### config.mk
export PLATFORM = sky130hd
export DESIGN_NAME = dpram_stream_reader
export DESIGN_NICKNAME = d
export VERILOG_FILES = /design/src/rtl/dpram_stream_reader.sv
export SDC_FILE = /design/constraint.sdc
export NUM_CORES = 1
export LEC_CHECK = 0
export BUFFER_PORTS_ARGS = -buffer_cell sky130_fd_sc_hd__buf_2
export CAP_MARGIN = 40
export CORE_UTILIZATION = 55
export CTS_CLUSTER_DIAMETER = 30
export DETAILED_ROUTE_END_ITERATION = 8
export PLACE_DENSITY = 0.81
export RECOVER_POWER = 25
export SYNTH_ARGS = -nofsm -noshare
export SYNTH_HDL_FRONTEND = slang
export SYNTH_SLANG_ARGS = --single-unit
### constraint.sdc
create_clock -name clk -period 2.8 [get_ports clk]
set_clock_uncertainty 0.05 [all_clocks]
set_input_delay 0.42 -clock clk [delete_from_list [all_inputs] [get_ports clk]]
set_output_delay 0.42 -clock clk [all_outputs]
set_load 0.03 [all_outputs]
### src/rtl/dpram_stream_reader.sv
// Burst reader: streams a run of consecutive RAM words (with address wrap) out
// through a 2-entry skid buffer, issuing reads only when buffer space is certain.
//
// state | meaning
// IDLE  | waiting for start; zero-length start answers with done only
// READ  | issuing reads, one per cycle at most
// DRAIN | all reads issued, delivering the remaining buffered words
module dpram_stream_reader #(
   parameter int AWIDTH    = 11,
   parameter int DWIDTH    = 60,
   parameter int NUM_WORDS = 2048
) (
   input  logic              clk,
   input  logic              resetn,
   input  logic              start,
   input  logic [AWIDTH-1:0] base_addr,
   input  logic [AWIDTH:0]   num_words,
   output logic              busy,
   output logic              done,
   output logic [AWIDTH-1:0] ram_addr,
   output logic              ram_wren,
   input  logic [DWIDTH-1:0] ram_rdata,
   output logic [DWIDTH-1:0] out_data,
   output logic              out_valid,
   input  logic              out_ready
);

   typedef enum logic [1:0] {IDLE, READ, DRAIN} state_t;

   state_t            state;
   logic [AWIDTH-1:0] nxt_addr;
   logic [AWIDTH-1:0] last_addr;
   logic [AWIDTH-1:0] addr_inc;
   logic [AWIDTH:0]   issue_left;
   logic [AWIDTH:0]   xfer_left;
   logic              rd_pend;
   logic [DWIDTH-1:0] buf0;
   logic [DWIDTH-1:0] buf1;
   logic [1:0]        buf_cnt;
   logic [1:0]        occ_after_pop;
   logic              rd_issue;
   logic              pop;

   assign out_valid = (buf_cnt != 2'd0);
   assign out_data  = buf0;
   assign pop       = out_valid & out_ready;
   assign ram_wren  = 1'b0;

   // Counting the word leaving this cycle lets a read go out every cycle at full rate.
   assign occ_after_pop = buf_cnt + 2'(rd_pend) - 2'(pop);
   assign rd_issue      = (state == READ) && (occ_after_pop < 2'd2);

   // The address is presented in the issue cycle so the registered RAM returns it next cycle.
   assign ram_addr = rd_issue ? nxt_addr : last_addr;
   assign addr_inc = (nxt_addr == AWIDTH'(NUM_WORDS - 1)) ? '0 : nxt_addr + 1'b1;

   always_ff @(posedge clk or negedge resetn) begin
      if (!resetn) begin
         state      <= IDLE;
         busy       <= 1'b0;
         done       <= 1'b0;
         nxt_addr   <= '0;
         last_addr  <= '0;
         issue_left <= '0;
         xfer_left  <= '0;
         rd_pend    <= 1'b0;
      end else begin
         done    <= 1'b0;
         rd_pend <= rd_issue;
         if (rd_issue) begin
            last_addr  <= nxt_addr;
            nxt_addr   <= addr_inc;
            issue_left <= issue_left - 1'b1;
         end
         if (pop) begin
            xfer_left <= xfer_left - 1'b1;
         end
         case (state)
            IDLE: begin
               if (start) begin
                  if (num_words != '0) begin
                     state      <= READ;
                     busy       <= 1'b1;
                     nxt_addr   <= base_addr;
                     issue_left <= num_words;
                     xfer_left  <= num_words;
                  end else begin
                     done <= 1'b1;
                  end
               end
            end
            READ: begin
               if (rd_issue && issue_left == 1) begin
                  state <= DRAIN;
               end
            end
            DRAIN: begin
               if (pop && xfer_left == 1) begin
                  state <= IDLE;
                  busy  <= 1'b0;
                  done  <= 1'b1;
               end
            end
            default: state <= IDLE;
         endcase
      end
   end

   // Skid buffer: buf0 is the head; rd_pend marks ram_rdata as valid this cycle.
   always_ff @(posedge clk or negedge resetn) begin
      if (!resetn) begin
         buf0    <= '0;
         buf1    <= '0;
         buf_cnt <= 2'd0;
      end else begin
         case ({rd_pend, pop})
            2'b10: begin
               if (buf_cnt == 2'd0) buf0 <= ram_rdata;
               else                 buf1 <= ram_rdata;
               buf_cnt <= buf_cnt + 2'd1;
            end
            2'b01: begin
               buf0    <= buf1;
               buf_cnt <= buf_cnt - 2'd1;
            end
            2'b11: begin
               if (buf_cnt == 2'd1) begin
                  buf0 <= ram_rdata;
               end else begin
                  buf0 <= buf1;
                  buf1 <= ram_rdata;
               end
            end
            default: ;
         endcase
      end
   end

endmodule

==> results.cfg, run 1 <==
[logic_synthesis]
synthArstFlopShare_pct = 100
yosys_warnings = 0
synth_edf_count = 0
yosys-top-cells-count = 173 x dfrtp_1, 112 x nand2_1, 78 x o21ai_0, 60 x a22oi_1, 60 x mux2_2
avgSynthCellArea_um2 = 10.7
ys.flop_type = dfrtp_1
synth_nets = 817
yosysTopAreaCell = dfrtp_1
yosysMostFrequentCell = dfrtp_1
yosysUniqueCellTypes = 47
synth_top_cell_area_share_pct = 56.4
synth_cells = 721
yosysSeqAreaShare_pct = 56.4
synth_seq_cells = 173
netlist_area_mm2 = 0.00768
yosys-top-cells-area = dfrtp_1 56%, mux2_2 8.8%, a22oi_1 5.9%

[setup_path]
crit_path_cell_trace = inv_2 -> ha_4 -> nand2b_4 -> mux2i_4 -> mux2i_4 -> buf_6 -> clkinvlp_4 -> nand2_2 -> nand2_2 -> buf_6
endpoint_kind = primary output
crit_fanout = 6
cp.arrival_ns = 2.39
r2r_cells = 11
cpPeakStageDelay_ns = 0.39
start_kind = flop
critical-path-slowest-cell = dfrtp_1
cp-endpoint = ram_addr[8]
critPathKind = flop to primary output
worstReg2RegStart = buf_cnt[1]
path_buf_inv = 4
reg2reg_to = issue_left[7]
cp.required_ns = 2.33
startpoint = buf_cnt[1]
cp_top_family = multiplexers
regToRegSetupSlack_ns = 0.13
critical_path_depth = 10

[sta]
setup_slack_ns = -0.0563
min_period_ns = 2.86
worst_pin_slew_ns = 1.58
max_freq_mhz = 350
slew_viol_final = 66
setup_viol = 9
final_hold_viol_count = 0
rsz0062_at_grt = yes
relSlewSlack_pct = -5.16
finalCritPeriodShare_pct = 102
holdWs_ns = 0.192

[global_route]
antenna_found_initial = 0
grt_pass1_vias = 5870
overflow = 0
grt_pass1_wl_um = 29000
grtUsageTotal_pct = 26.0
grt_max_degree = 66

[clocking]
clkSinkCount = 173
clk_latency_ns = 0.42
cts_buffer_depth = 2
clk_pin_slew_ns = 0.06
htreeDepth = 4
cts_tree = built
cts.root.buffer_cell = clkbuf_16
cts_made_buffers = 17

[detailed_routing]
first_pass_iters = 5
route.detailed.drc = 0
route.met3.wl_um = 1030
routedLengthMet1_um = 7700
ant_nets = 0
via_per_inst = 5.70
drt_wl_total_um = 17900
vias = 6112
wl_met2_um = 8750
drt_iter0_markers = 467
top_layer = met4
wire_per_inst_um = 16.7

[floorplan]
core_area_mm2 = 0.0135
rows = 42
fp.dieW_um = 120
die_h_um = 120
initial_utilization_pct = 57.1
dieArea_mm2 = 0.0144
io_pins = 162

[pwr]
seqPwrFrac_pct = 33.3
p_sw_w = 0.00563
swShare_pct = 41.7
vdd_ir_drop_max_uv = 1400
powerDensity_mw_per_mm2 = 1410
p_int_w = 0.00787
total_leakage_power_nw = 4.30
power_frac_comb_pct = 50.7
clkPwrFrac_pct = 16.0

[min_path]
hp-class = input port to flop

[layout]
regArea_mm2 = 0.00433
fillers = 1003
multi_input_area_mm2 = 0.00320
final_layout_size_suffix_gt1_share_pct = 34.6
synthToLayoutAreaGrowth_pct = 24.7
fin_nets = 982
utilization_pct = 71.2
diodes = 0

[status]
status = finished, violations left
failed_checks = capacitance limit, slew limit, setup timing

[flow_run]
max-cap-violations = 1

[place]
gp_congestion = 0.871
place_hpwl_um = 11400
portBuffers = 160
[power groups by stage]
| stage | Clock (W) | Sequential, W | Combinational (W) |
|---|---|---|---|
| final | 0.00216 | 0.00449 | 0.00684 |
| after global routing | 0.00229 | 0.00465 | 0.00738 |
| after CTS | 0.00219 | 0.00449 | 0.00672 |
| after detailed placement | 0 | 0.00452 | 0.00601 |
| after global placement | 0 | 0.00447 | 0.00585 |
| after floorplan | 0 | 0.00519 | 0.00355 |
[cells in the final DEF (no fill, tap or decap), drive strengths merged, types with 3 or more instances in the layout]
cell type,n
buf,188
dfrtp,173
nand2,112
o21ai,78
mux2,60
a22oi,60
nor2,30
clkbuf,22
a31oi,20
nand3,14
or3,13
a21oi,12
inv,12
xnor2,10
ha,9
nor3,7
or4,6
nor4,5
and2,5
clkinv,5
clkinvlp,5
o31ai,4
xor2,4
nand2b,4
nand3b,3
or2,3
o211ai,3
a32oi,3
[cell families after synthesis]
group | share of synthesized area [%]
AND/OR/NAND/NOR | 12.8
AO/OA/AOI/OAI | 15.3
flip-flops | 56.4
multiplexers | 9.22
buffers and inverters | 3.24
XOR/XNOR | 1.60
adder cells (fa/ha/maj) | 1.47
other | 0.0488
[worst min-delay path by stage]
stage                        endpoint  slack [ns]  cells after the start          start
after floorplan               buf1[0]        0.07                      0         resetn
after global placement    nxt_addr[2]        0.41                      1         resetn
after detailed placement  nxt_addr[2]        0.40                      1         resetn
after CTS                     buf1[6]        0.17                      2   ram_rdata[6]
after global routing         buf1[31]        0.17                      2  ram_rdata[31]
final                        buf1[31]        0.19                      2  ram_rdata[31]
[routing by layer]
metal  track usage, %  up-vias
met1             35.5     2987
met5                0        -
met2             39.4      188
li1                 -     2908
met3             6.65       29
met4             10.7        0
[area by class of cell]
| class | count | share of cell area (%) |
|---|---|---|
| well taps | 176 | 2.30 |
| repair buffers | 192 | 12.9 |
| flip-flops and latches | 173 | 45.2 |
| repair inverters | 2 | 0.131 |
| clock inverters | 8 | 0.731 |
| inverters | 13 | 0.549 |
| multi-input cells | 487 | 33.4 |
| clock buffers | 21 | 4.81 |
[flip-flops by register name, summed over array words and instances, names as in the netlist]
name        cells
xfer_left      12
busy            1
issue_left     12
rd_pend         1
last_addr      11
done            1
out_data       60
buf1           60
state           2
nxt_addr       11
buf_cnt         2
[stage by stage]
stage	cells	setup WS [ns]	cell area, um2	total power (W)	setup TNS (ns)
final	1072	-0.0563	9580	0.0135	-0.303
after global routing	1072	-0.164	9580	0.0143	-7.04
after CTS	1069	-0.0349	9570	0.0134	-0.138
after global placement	1026	0.153	8780	0.0103	0
after detailed placement	1026	0.0669	8780	0.0105	0
after floorplan	721	0.0734	7680	0.00874	0
[worst reg2reg max path, stage by stage, from the launching register on]
cell	delay, ns
dfrtp_1	0.37
inv_2	0.06
ha_4	0.15
nand2b_4	0.15
mux2i_4	0.20
mux2i_4	0.21
buf_4	0.15
buf_8	0.14
buf_4	0.15
bufbuf_16	0.29
or4_1	0.51
a31oi_1	0.17
[timing repair]
item	CTS	global route
pin swaps	6	2
setup endpoints to repair	11	11
endpoints found under the hold margin	63	0
setup buffers	9	4
gates cloned	4	0
hold buffers	1	0
gates resized for setup	35	14
Power figures use the tool's default switching activity.
==> run 2: changes to the inputs <==
Settings changed: ABC_AREA set to 1, CELL_PAD_IN_SITES_DETAIL_PLACEMENT set to 0, CELL_PAD_IN_SITES_GLOBAL_PLACEMENT set to 1, CORE_ASPECT_RATIO set to 0.6, CORE_UTILIZATION 55 to 42, PLACE_DENSITY 0.81 to 0.82.
==> run 2 against run 1 <==
- the flow now finishes without violations
- die area is 41% higher
- worst setup slack improved by 0.25 ns
- wire length grew 11%
- combinational power down 5.7%
- critical endpoint is now ram_addr[4]
- final cell count is 28% higher
- via count rose by 8.2%
- critical path depth up 1
- power fell by 1.1%
- area after synthesis rose by 8.0%
- sequential power is 2% lower
- synthesized cell count grew 29%
==> results.cfg, run 2 <==
[layout]
diodes = 0
fillers = 1763
final_cell_mix = 180 x nand2_1, 177 x inv_1, 173 x dfrtp_1
final_layout_size_suffix_gt1_share_pct = 27.3
fin_cells = 1376
synthToLayoutAreaGrowth_pct = 23.2
final_common_cell = nand2_1
fin_nets = 1193

[setup_path]
crit_path_cell_trace = inv_2 -> ha_4 -> inv_2 -> nand2_2 -> nand2_1 -> nand3_4 -> nand3_4 -> buf_4 -> nand2_1 -> o21ai_1 -> buf_2
cp_top_family = simple AND/OR/NAND/NOR gates
cpPeakStageDelay_ns = 0.36
critPathKind = flop to primary output
crit_fanout = 6
worstReg2RegStart = buf_cnt[1]
start_kind = flop
critical-path-slowest-cell = dfrtp_1
reg2reg_to = issue_left[10]
regToRegSetupSlack_ns = 0.57
r2r_cells = 13
endpoint_kind = primary output
path_buf_inv = 4
cp.arrival_ns = 2.14
cp.required_ns = 2.33

[floorplan]
rows = 39
io_pins = 162
dieArea_mm2 = 0.0203
initial_utilization_pct = 43.2
die_h_um = 111
core_area_mm2 = 0.0192
fp.dieW_um = 183

[logic_synthesis]
yosysTopAreaCell = dfrtp_1
yosysMostFrequentCell = nand2_1
synth_nets = 1028
synth_cells = 932
synthArstFlopShare_pct = 100
yosysSeqAreaShare_pct = 52.2
yosysUniqueCellTypes = 34
yosys_warnings = 0
yosys-top-cells-area = dfrtp_1 52%, mux2_2 8.1%, nand2_1 8.1%
synth_top_cell_area_share_pct = 52.2
netlist_area_mm2 = 0.00829
synth_edf_count = 0
yosys-top-cells-count = 180 x nand2_1, 178 x inv_1, 173 x dfrtp_1, 87 x o21ai_0
ys.flop_type = dfrtp_1
synth_seq_cells = 173
avgSynthCellArea_um2 = 8.90

[pwr]
clkPwrFrac_pct = 18.6
p_int_w = 0.00762
vdd_ir_drop_max_uv = 592
total_leakage_power_nw = 5.18
swShare_pct = 42.9
seqPwrFrac_pct = 33.1
p_sw_w = 0.00573
power_frac_comb_pct = 48.3
powerDensity_mw_per_mm2 = 1310
finalPower_w = 0.0133

[sta]
finalCritPeriodShare_pct = 93.1
min_period_ns = 2.61
max_freq_mhz = 383
slew_viol_final = 0
worst_pin_slew_ns = 1.40
rsz0062_at_grt = no
setup_viol = 0
setup-tns-final_ns = 0
final_hold_viol_count = 0
relSlewSlack_pct = 6.63

[detailed_routing]
route.detailed.drc = 0
ant_nets = 0
vias = 6615
wire_per_inst_um = 14.5
drt_iter0_markers = 417
drt_wl_total_um = 19900
via_per_inst = 4.81
first_pass_iters = 5

[clocking]
clkSinkCount = 173
clk_latency_ns = 0.43
cts_tree = built
cts_made_buffers = 17
htreeDepth = 4
clk_pin_slew_ns = 0.06
cts_buffer_depth = 2
cts.root.buffer_cell = clkbuf_16

[global_route]
grtUsageTotal_pct = 20.7
grt_pass1_vias = 6290
grt_pass1_wl_um = 33000
overflow = 0
grt_max_degree = 69
antenna_found_initial = 0

[min_path]
worst_hold_startpoint = base_addr[3]
hp-class = input port to flop
holdPathStages = 3
hold_end = nxt_addr[3]

[place]
portBuffers = 160
place_hpwl_um = 13300
gp_congestion = 0.829
numPlacedInstances = 1331

[flow_run]
max-cap-violations = 0

[status]
status = finished clean
run 2: changes by cell type after synthesis, moves of 8 or more:
| cell | change |
|---|---|
| or3_1 | -13 |
| a31oi_1 | -17 |
| buf_2 | +17 |
| nor2_1 | +13 |
| nand3_1 | +17 |
| clkbuf_1 | -32 |
| o21ai_0 | +9 |
| nand2_1 | +68 |
| buf_4 | +8 |
| a22oi_1 | -60 |
| o22ai_1 | +60 |
| o21ai_1 | +9 |
| inv_1 | +166 |
run 2: area by class of cell:
class	instances	area, um2	share of cell area (%)
flip-flops and latches	173	4330	42.4
multi-input cells	539	3160	31.0
repair buffers	185	1090	10.7
inverters	181	679	6.65
clock buffers	25	515	5.05
well taps	266	333	3.26
clock inverters	7	100	0.980
run 2: what timing repair did:
item,CTS,global route
hold buffers,1,0
setup endpoints to repair,11,11
pin swaps,2,2
resized for setup,5,16
hold endpoints to repair,52,0
gates cloned,1,0
buffers inserted,8,3
run 2: power groups by stage:
stage | logic, W | clock network (W) | registers (W)
2_1_floorplan | 0.00367 | 0 | 0.00523
3_3_place_gp | 0.00611 | 0 | 0.00443
3_5_place_dp | 0.00621 | 0 | 0.00445
4_1_cts | 0.00639 | 0.00254 | 0.00441
5_1_grt | 0.00716 | 0.00264 | 0.00457
6_report | 0.00645 | 0.00248 | 0.00442
run 2: worst max-delay path by stage:
| stage | slack (ns) | startpoint | endpoint | cells after the start |
|---|---|---|---|---|
| after floorplan | 0.02 | buf_cnt[1] | ram_addr[3] | 10 |
| after global placement | 0.30 | buf_cnt[1] | ram_addr[8] | 11 |
| after detailed placement | 0.26 | buf_cnt[0] | ram_addr[3] | 10 |
| after CTS | 0.03 | buf_cnt[1] | ram_addr[3] | 11 |
| after global routing | 0.01 | buf_cnt[1] | ram_addr[10] | 11 |
| final | 0.19 | buf_cnt[1] | ram_addr[4] | 11 |
run 2: kinds of logic (layout without fill, tap and decap cells):
| kind of cell | Yosys count | count (layout) | share of synthesized area [%] |
|---|---|---|---|
| other cells | 1 | 1 | 0.0452 |
| mux | 60 | 60 | 8.15 |
| fa+ha+maj | 9 | 9 | 1.36 |
| flops | 173 | 173 | 52.2 |
| compound gates | 170 | 170 | 11.4 |
| xor+xnor | 13 | 13 | 1.37 |
| simple gates | 285 | 286 | 14.7 |
| buf+inv | 221 | 398 | 10.8 |
run 2: worst reg2reg max path, cell delays in order, from the launching register on:
cell and delay (ns):
dfrtp_1 0.39, inv_2 0.11, ha_4 0.16, inv_2 0.06
nand2_2 0.09, nand2_1 0.10, nand3_4 0.15, nand3_4 0.16
buf_6 0.17, buf_4 0.16, nor2_1 0.25, nand4_1 0.14
nand3_1 0.11, nand2_1 0.05
run 2: metrics by stage:
| step | cell area, um2 | setup WS, ns | hold WS (ns) | utilization (%) |
|---|---|---|---|---|
| 2_1_floorplan | 8290 | 0.0165 | 0.0744 | - |
| 3_3_place_gp | 9440 | 0.299 | 0.367 | 49.2 |
| 3_5_place_dp | 9440 | 0.256 | 0.369 | 49.2 |
| 4_1_cts | 10200 | 0.0347 | 0.118 | 53.0 |
| 5_1_grt | 10200 | 0.0126 | 0.133 | 53.3 |
| 6_report | 10200 | 0.192 | 0.134 | 53.3 |
run 2: per-layer routing:
| layer | wire length [um] | track usage, % |
|---|---|---|
| met1 | 10300 | 31.1 |
| met4 | 235 | 5.83 |
| met3 | 1170 | 5.32 |
| met5 | 0 | 0 |
| met2 | 8170 | 29.3 |
==> run 3: changes to the inputs <==
--- a/constraint.sdc
+++ b/constraint.sdc
@@ -4,2 +4,2 @@
 set_output_delay 0.42 -clock clk [all_outputs]
-set_load 0.03 [all_outputs]
+set_load 0.01 [all_outputs]
==> run 3 against run 2 <==
- the flow now finishes with violations (capacitance limit, slew limit)
- register-to-register slack got worse by 0.02 ns
- sequential power barely moved
- clock-buffer cell count fell by 2
- combinational power fell by 13%
- final area down 0.43%
- die area unchanged
- non-clock buffer count grew 4
- via count decreased by 0.27%
- wire length is 1.5% higher
==> results.cfg, run 3 (synthesis gave the netlist of run 2 again) <==
[status]
status = finished, violations left
failed_checks = capacitance limit, slew limit

[detailed_routing]
first_pass_iters = 7
ant_nets = 0
vias = 6597
drt_iter0_markers = 488
via_per_inst = 4.78
wire_per_inst_um = 14.6
drt_wl_total_um = 20200
route.detailed.drc = 0

[pwr]
clkPwrFrac_pct = 18.8
powerDensity_mw_per_mm2 = 1210
power_frac_comb_pct = 45.3
seqPwrFrac_pct = 35.9
finalPower_w = 0.0123
vdd_ir_drop_max_uv = 630
total_leakage_power_nw = 5.17
swShare_pct = 39.4
p_sw_w = 0.00485
p_int_w = 0.00747

[layout]
fin_cells = 1380
final_cell_mix = 180 x nand2_1, 177 x inv_1, 173 x dfrtp_1
synthToLayoutAreaGrowth_pct = 22.7
fin_nets = 1197
utilization_pct = 53.0
final_common_cell = nand2_1
final_layout_size_suffix_gt1_share_pct = 27.2

[clocking]
clk_pin_slew_ns = 0.07
clk_latency_ns = 0.43
htreeDepth = 4
cts_made_buffers = 17
cts_tree = built
clkSinkCount = 173
cts.root.buffer_cell = clkbuf_16
cts_buffer_depth = 2

[place]
gp_congestion = 0.836
portBuffers = 160
numPlacedInstances = 1334
place_hpwl_um = 13700

[min_path]
hold_end = nxt_addr[8]
worst_hold_startpoint = base_addr[8]
hp-class = input port to flop
holdPathStages = 3

[setup_path]
cp_top_family = simple AND/OR/NAND/NOR gates
crit_path_cell_trace = inv_2 -> ha_4 -> nor2_4 -> nand2_1 -> nand3_4 -> nand3_4 -> buf_4 -> o21ai_0 -> buf_2
cp.required_ns = 2.33
critPathKind = flop to primary output
cpPeakStageDelay_ns = 0.38
path_buf_inv = 3
critical-path-slowest-cell = dfrtp_1
r2r_cells = 9
cp_common_cell = nand3_4
reg2reg_to = out_data[16]
cp.arrival_ns = 2.20
regToRegSetupSlack_ns = 0.55
start_kind = flop
crit_fanout = 6
endpoint_kind = primary output
worstReg2RegStart = buf_cnt[1]

[sta]
finalCritPeriodShare_pct = 95.2
holdWs_ns = 0.141
setup_viol = 0
slew_viol_final = 36
rsz0062_at_grt = no
final_hold_viol_count = 0
worst_pin_slew_ns = 1.62
relSlewSlack_pct = -7.82
max_freq_mhz = 375
setup-tns-final_ns = 0
min_period_ns = 2.67

[floorplan]
fp.dieW_um = 183
rows = 39
io_pins = 162
dieArea_mm2 = 0.0203
initial_utilization_pct = 43.2
core_area_mm2 = 0.0192
die_h_um = 111

[global_route]
overflow = 0
grtUsageTotal_pct = 21.0
antenna_found_initial = 1
grt_max_degree = 121
grt_pass1_vias = 6463
grt_pass1_wl_um = 33300

[flow_run]
max-cap-violations = 1
-- run 3: per-layer routing --
layer / routed length [um] / share of wire, % / GRT usage [%] / vias to the layer above
met1: 10500 / 52 / 32.1 / 3113
met5: 0 / 0 / 0 / -
met3: 1070 / 5.3 / 5.65 / 12
li1: - / - / - / 3312
met4: 167 / 0.83 / 5.33 / 0
met2: 8420 / 42 / 29.2 / 160
-- run 3: worst max-delay path by stage --
stage	endpoint	cells after the start	from
global route	out_data[52]	3	resetn
CTS	ram_addr[8]	11	buf_cnt[1]
detailed placement	ram_addr[8]	10	buf_cnt[0]
global placement	ram_addr[8]	10	buf_cnt[0]
finish	ram_addr[9]	9	buf_cnt[1]
floorplan	ram_addr[3]	10	buf_cnt[1]
-- run 3: worst min-delay path: cells and delay by family --
kind                   cells  cell delay [ns]
buffers and inverters      1             0.07
AND/OR/NAND/NOR            2             0.09
-- run 3: per-stage QoR --
step | setup slack (ns) | instance area [um2]
3_5_place_dp | 0.197 | 9460
3_3_place_gp | 0.282 | 9460
4_1_cts | 0.0144 | 10100
5_1_grt | 0.0161 | 10200
6_report | 0.133 | 10200
2_1_floorplan | 0.480 | 8290
-- run 3: layout make-up --
| cell class | instances | area [um2] |
|---|---|---|
| fillers | 1774 | 9010 |
| flip-flops and latches | 173 | 4330 |
| multi-input cells | 539 | 3160 |
| repair buffers | 189 | 1100 |
| inverters | 181 | 679 |
| clock buffers | 23 | 488 |
| well taps | 266 | 333 |
| clock inverters | 8 | 82.6 |
| diodes | 1 | 2.50 |
-- run 3: timing repair --
item,in CTS,in global routing
setup endpoints to repair,11,10
buffers inserted,5,7
hold buffers,1,0
cloned,0,1
resized for setup,2,7
hold endpoints to repair,32,0
pin swaps,2,2
-- run 3: power groups by stage --
stage	clock network (W)	logic (W)	registers (W)
6_report	0.00232	0.00558	0.00443
5_1_grt	0.00249	0.00629	0.00458
4_1_cts	0.00237	0.00547	0.00442
3_5_place_dp	0	0.00535	0.00446
3_3_place_gp	0	0.00526	0.00443
2_1_floorplan	0	0.00348	0.00454
